--- src/rtl/mem_io_bridge.sv ---
// mem_io_bridge: processor memory/IO bridge with program RAM, LED register, switch port and program loader
//
// Ports:
//   clk, reset_n                         clock (rising edge), asynchronous active-low reset
//   ADDR, DOUT, WEN                      processor bus: address, write data, write enable
//   DIN                                  registered read data, 1-cycle latency, read-first on collisions
//   Run, proc_reset_n                    processor run request and active-low processor reset
//   ld_valid, ld_ready, ld_data, ld_last program loader stream into RAM
//   reload                               return from RUN to LOAD
//   SW                                   asynchronous switches, 2-FF synchronized
//   LEDR                                 LED register
//   prot_err                             sticky write-protect violation flag
// Address map (top two ADDR bits): 00 RAM, 01 LEDR, 10 SW (read-only), 11 reserved (reads 0).
// Build option MEMIO_WRITE_PROTECT_EN: processor writes to RAM words below PROT_LIMIT are dropped
// and set prot_err; without it every RAM word is writable and prot_err stays 0.
module mem_io_bridge #(
    parameter int DATA_W     = 9,
    parameter int RAM_AW     = 7,
    parameter int PROT_LIMIT = 16
) (
    input  logic              clk,
    input  logic              reset_n,
    input  logic [DATA_W-1:0] ADDR,
    input  logic [DATA_W-1:0] DOUT,
    input  logic              WEN,
    output logic [DATA_W-1:0] DIN,
    output logic              Run,
    output logic              proc_reset_n,
    input  logic              ld_valid,
    output logic              ld_ready,
    input  logic [DATA_W-1:0] ld_data,
    input  logic              ld_last,
    input  logic              reload,
    input  logic [DATA_W-1:0] SW,
    output logic [DATA_W-1:0] LEDR,
    output logic              prot_err
);
`ifdef MEMIO_WRITE_PROTECT_EN
    localparam bit PROT_EN = 1'b1;
`else
    localparam bit PROT_EN = 1'b0;
`endif
    localparam logic [RAM_AW:0] PROT_LIM = PROT_LIMIT[RAM_AW:0];

    typedef enum logic [1:0] {LOAD, START, RUN} state_t;
    state_t state, state_nxt;

    logic [DATA_W-1:0] ram [2**RAM_AW];
    logic [RAM_AW-1:0] ptr, ram_wa;
    logic [DATA_W-1:0] sw_meta, sw_sync, ram_q, rd_data, ram_wd;
    logic [1:0]        sel;
    logic              access, ld_acc, ld_done, ram_wr, prot_hit, ram_we;

    assign sel      = ADDR[DATA_W-1 -: 2];
    assign access   = state != LOAD;
    assign ld_acc   = ld_valid && state == LOAD;
    // Loading ends on the flagged last word or when the final RAM word is filled; the pointer never wraps.
    assign ld_done  = ld_acc && (ld_last || &ptr);
    assign ram_wr   = access && WEN && sel == 2'b00;
    assign prot_hit = PROT_EN && ram_wr && ({1'b0, ADDR[RAM_AW-1:0]} < PROT_LIM);
    // Loader and processor never write in the same state, so one shared write port suffices.
    assign ram_we   = ld_acc || (ram_wr && !prot_hit);
    assign ram_wa   = ld_acc ? ptr : ADDR[RAM_AW-1:0];
    assign ram_wd   = ld_acc ? ld_data : DOUT;
    assign ram_q    = ram[ADDR[RAM_AW-1:0]];
    assign rd_data  = sel == 2'b00 ? ram_q : sel == 2'b01 ? LEDR : sel == 2'b10 ? sw_sync : '0;

    always_comb begin
        state_nxt    = state;
        ld_ready     = 1'b0;
        proc_reset_n = 1'b1;
        Run          = 1'b0;
        case (state)
            LOAD: begin
                ld_ready     = 1'b1;
                proc_reset_n = 1'b0;
                state_nxt    = ld_done ? START : LOAD;
            end
            START: state_nxt = RUN;
            RUN: begin
                Run       = 1'b1;
                state_nxt = reload ? LOAD : RUN;
            end
            default: state_nxt = LOAD;
        endcase
    end

    always_ff @(posedge clk or negedge reset_n) begin
        if (!reset_n) begin
            state    <= LOAD;
            ptr      <= '0;
            DIN      <= '0;
            LEDR     <= '0;
            prot_err <= 1'b0;
            sw_meta  <= '0;
            sw_sync  <= '0;
        end else begin
            state   <= state_nxt;
            sw_meta <= SW;
            sw_sync <= sw_meta;
            ptr     <= ld_done ? '0 : ld_acc ? ptr + 1'b1 : ptr;
            // rd_data samples pre-edge LEDR/RAM, giving read-first behaviour on same-edge writes.
            DIN     <= access ? rd_data : '0;
            if (access && WEN && sel == 2'b01) LEDR <= DOUT;
            if (prot_hit) prot_err <= 1'b1;
        end
    end

    // RAM has no reset: its contents survive reload and are undefined after power-up.
    always_ff @(posedge clk) begin
        if (ram_we) ram[ram_wa] <= ram_wd;
    end
endmodule
--- config.mk ---
export PLATFORM = sky130hd
export DESIGN_NAME = mem_io_bridge
export DESIGN_NICKNAME = d
export VERILOG_FILES = /design/src/rtl/mem_io_bridge.sv
export SDC_FILE = /design/constraint.sdc
export NUM_CORES = 1
export LEC_CHECK = 0
export BUFFER_PORTS_ARGS = -buffer_cell sky130_fd_sc_hd__clkbuf_2
export CAP_MARGIN = 20
export CORE_AREA = 2 2 334 336
export DETAILED_ROUTE_END_ITERATION = 7
export DIE_AREA = 0 0 336 338
export PLACE_DENSITY = 0.68
export SLEW_MARGIN = 20
export SYNTH_ARGS = -nofsm -noshare
export SYNTH_HDL_FRONTEND = slang
export SYNTH_SLANG_ARGS = --single-unit
--- constraint.sdc ---
create_clock -name clk -period 5.1 [get_ports clk]
set_input_delay 1.275 -clock clk [delete_from_list [all_inputs] [get_ports clk]]
set_output_delay 1.275 -clock clk [all_outputs]
set_load 0.01 [all_outputs]
==> results.md <==
* WL/cell at 26.7 um
* Clock transition at path regs at 0.06 ns
* Area grow syn2layout at 13.9%
* Ys async rst share at between 3 and 4%
* Postcts setup bufs at 0
* Worst-margin pin slew at 1.09 ns
* Pre-antenna DRT Iters at 5
* Static Leak at ~18 nW
* CTS sink count at 1197
* Die H at 338 um
* Ports at 64
* Critical path class: register to register
* Worst EP required at 5.42 ns
* Slew headroom at 27.0%
* N_diodes at 0
* Most common cell after layout, fill and taps aside: edfxtp_1
* Fillers at slightly below 9000
* Register area share after synthesis at 76.0%
* Critical Path End Type: register
* Vias at 24100
* Yosys cell types at 54
* Crit path DAT at 4.20 ns
* R2r worst-path depth at 8
* Final Hold Fails at 0
* Top_reg_cell synth: edfxtp_1
* CTS Buf Count at 116
* Clock Tree Buf Depth at 3
* Full die area at 0.114 mm2
* GR Overflow Total at 0
* Synth Instances at between 2000 and 2500
* CTS tree: yes
* Post-synth EDFFs at 1152
* Pwr dens at about 400 mW/mm2
* Post-DRT Antenna Nets at 0
* Final Critical Period at 3.87 ns
* Post-DP HPWL at 70.6 mm
* Number of core rows at about 120
* Layout Nets at 2648
* Initial antenna violation count at 3
* Synthesized flop and latch total at between 1000 and 1500
* Unrepaired setup endpoints after global routing: false
* GRT Total Usage at 19.7%
* Min-Delay Path Class: register to register
* Drt initial violations at ~3000
* Outcome: finished clean
* Die Wd at 336 um
* Most frequent cells in the layout: edfxtp_1, mux2i_1, mux4_2
* Routing usage on met1 at 26.4%
* Latest clock arrival within the worst-skew pair at 0.72 ns
* Core footprint at 0.110 mm2
* CTS root buf: clkbuf_16
* Hold buffer count at cts at 0
* Met3 usage at 5.06%
* Fmax at about 260 MHz
* First-pass GRT wire length at 163 mm
* Final period utilization at 75.9%
* CTS H-tree depth at 3
* Peak supply drop at 287 uV
* Avg Vias per Cell at 5.75
* Vias in the first global route at between 20000 and 25000
* Yosys warning count at 0
* Max-slew violation count at 0
* # resized after CTS at 0
* Post-Route WL at between 100 and 150 mm
* Skew final at 0.0546 ns
* Util after Layout at 48.6%
* CP Max Fanout at 19
* Detailed-route DRC error count at 0
* Hold depth at 0
* Design Power at 21.3 mW
* Routability Congestion at about 0.9
* TNS Setup at 0 ns
* Syn Area/Cell at 19.3 um2
* Max-Cap Viols at 0
* Initial Utilization at between 40% and 50%
* GRT met2 Usage at 31.5%
* Gr busiest metal: met2
* PortBufs at 62
* Layout cell share with drive strength beyond 1 at between 20% and 30%
* Startpoint types: register
* Pin count of the biggest net entering global routing at 129
* Worst hold slack at 0.330 ns
* Final setup violation count at 0
* Mapped Nets at about 2500
* Synthesized area at 0.0470 mm2
## report_power, final
part / leakage, nW / internal, mW / total (mW) / switching, mW
clock network: 1.87 / 4.92 / 8.55 / 3.63
registers: 11.0 / 11.1 / 11.2 / 0.0721
logic: 4.76 / 0.460 / 1.56 / 1.10
total: 17.6 / 16.5 / 21.3 / 4.81
## area by class of cell
cell class	count	area, um2	share of cell area, %
Sequential cell	1197	35700	66.8
Timing Repair Buffer	192	1550	2.89
Multi-Input combinational cell	1093	10500	19.6
Clock buffer	145	3050	5.71
Inverter	5	18.8	0.0351
Tap cell	1488	1860	3.48
Clock inverter	74	796	1.49
## stage by stage
step / cells / cell area, um2 / worst slack (ns)
5_1_grt: 4194 / 53500 / 1.06
2_1_floorplan: 2440 / 47000 / 0.610
3_3_place_gp: 3975 / 49600 / 0.942
4_1_cts: 4194 / 53500 / 1.28
3_5_place_dp: 3975 / 49600 / 0.900
6_report: 4194 / 53500 / 1.23
## cells in the mapped netlist (2+ instances only)
library cell | instances | area [um2]
o221ai_1 | 5 | 43.8
nand4_1 | 10 | 62.6
nand2_1 | 92 | 345
o31ai_2 | 2 | 25.0
or3_1 | 2 | 12.5
mux2_2 | 9 | 101
buf_1 | 10 | 37.5
inv_1 | 4 | 15.0
mux4_2 | 188 | 4230
nor2_1 | 162 | 608
nand3b_1 | 4 | 30.0
buf_12 | 4 | 80.1
nor2b_1 | 11 | 68.8
buf_6 | 11 | 124
nor4_1 | 3 | 18.8
o21a_1 | 9 | 67.6
o2111ai_1 | 5 | 43.8
nor3_1 | 3 | 15.0
dfrtp_1 | 45 | 1130
o221ai_2 | 4 | 60.1
nor4b_1 | 2 | 17.5
nand3_1 | 47 | 235
or2_1 | 7 | 43.8
a31oi_1 | 8 | 50.1
a22oi_1 | 135 | 1010
o21ai_1 | 3 | 15.0
buf_2 | 61 | 305
a211oi_1 | 13 | 97.6
edfxtp_1 | 1152 | 34600
and2_1 | 4 | 25.0
or2_2 | 3 | 18.8
a21o_1 | 2 | 15.0
o21ai_0 | 15 | 75.1
a211o_1 | 4 | 35.0
clkbuf_1 | 42 | 158
buf_4 | 16 | 120
nand2b_1 | 6 | 37.5
a21oi_1 | 74 | 370
mux2i_1 | 248 | 2480
## cell families (layout without fill, tap and decap cells)
family | count (synthesis) | after routing | synth area share [%]
buffers and inverters | 150 | 416 | 1.83
AOI/OAI and AO/OA | 283 | 283 | 4.14
adders and majority gates | 1 | 1 | 0.0266
and+or+nand+nor | 362 | 362 | 3.38
other | 1 | 1 | 0.00798
muxes | 446 | 446 | 14.6
DFF | 1197 | 1197 | 76.0
## worst paths after layout
path | from | end | slack [ns]
worst min register to register | sw_meta[0] | sw_sync[0] | 0.33
worst max register to register | state[0] | ram[37][5] | 1.23
max in group asynchronous | reset_n | sw_meta[8] | 3.92
worst max-delay path | state[0] | ram[37][5] | 1.23
worst min-delay path | sw_meta[0] | sw_sync[0] | 0.33
min in group asynchronous | reset_n | LEDR[1] | 0.68
## state kept, by name (all words and copies together) (netlist names)
register and cells:
DIN 9, sw_sync 9, sw_meta 9, ptr 7, ram 1152, LEDR 9
state 2
## routing by layer
metal | vias up | share of wire [%]
li1 | 10200 | -
met3 | 202 | 9.4
met1 | 12500 | 40
met2 | 1178 | 48
met4 | 4 | 3.1
met5 | - | 0.026
## critical path, stage by stage, from the launching register on
cell and delay [ns]:
dfrtp_1 0.42, or2_2 0.33, inv_2 0.24, nand2_1 0.44
buf_12 0.32, or3_1 0.32, o31ai_2 0.12, nand2_1 0.47
nor2_1 0.81
Power figures use the tool's default switching activity.
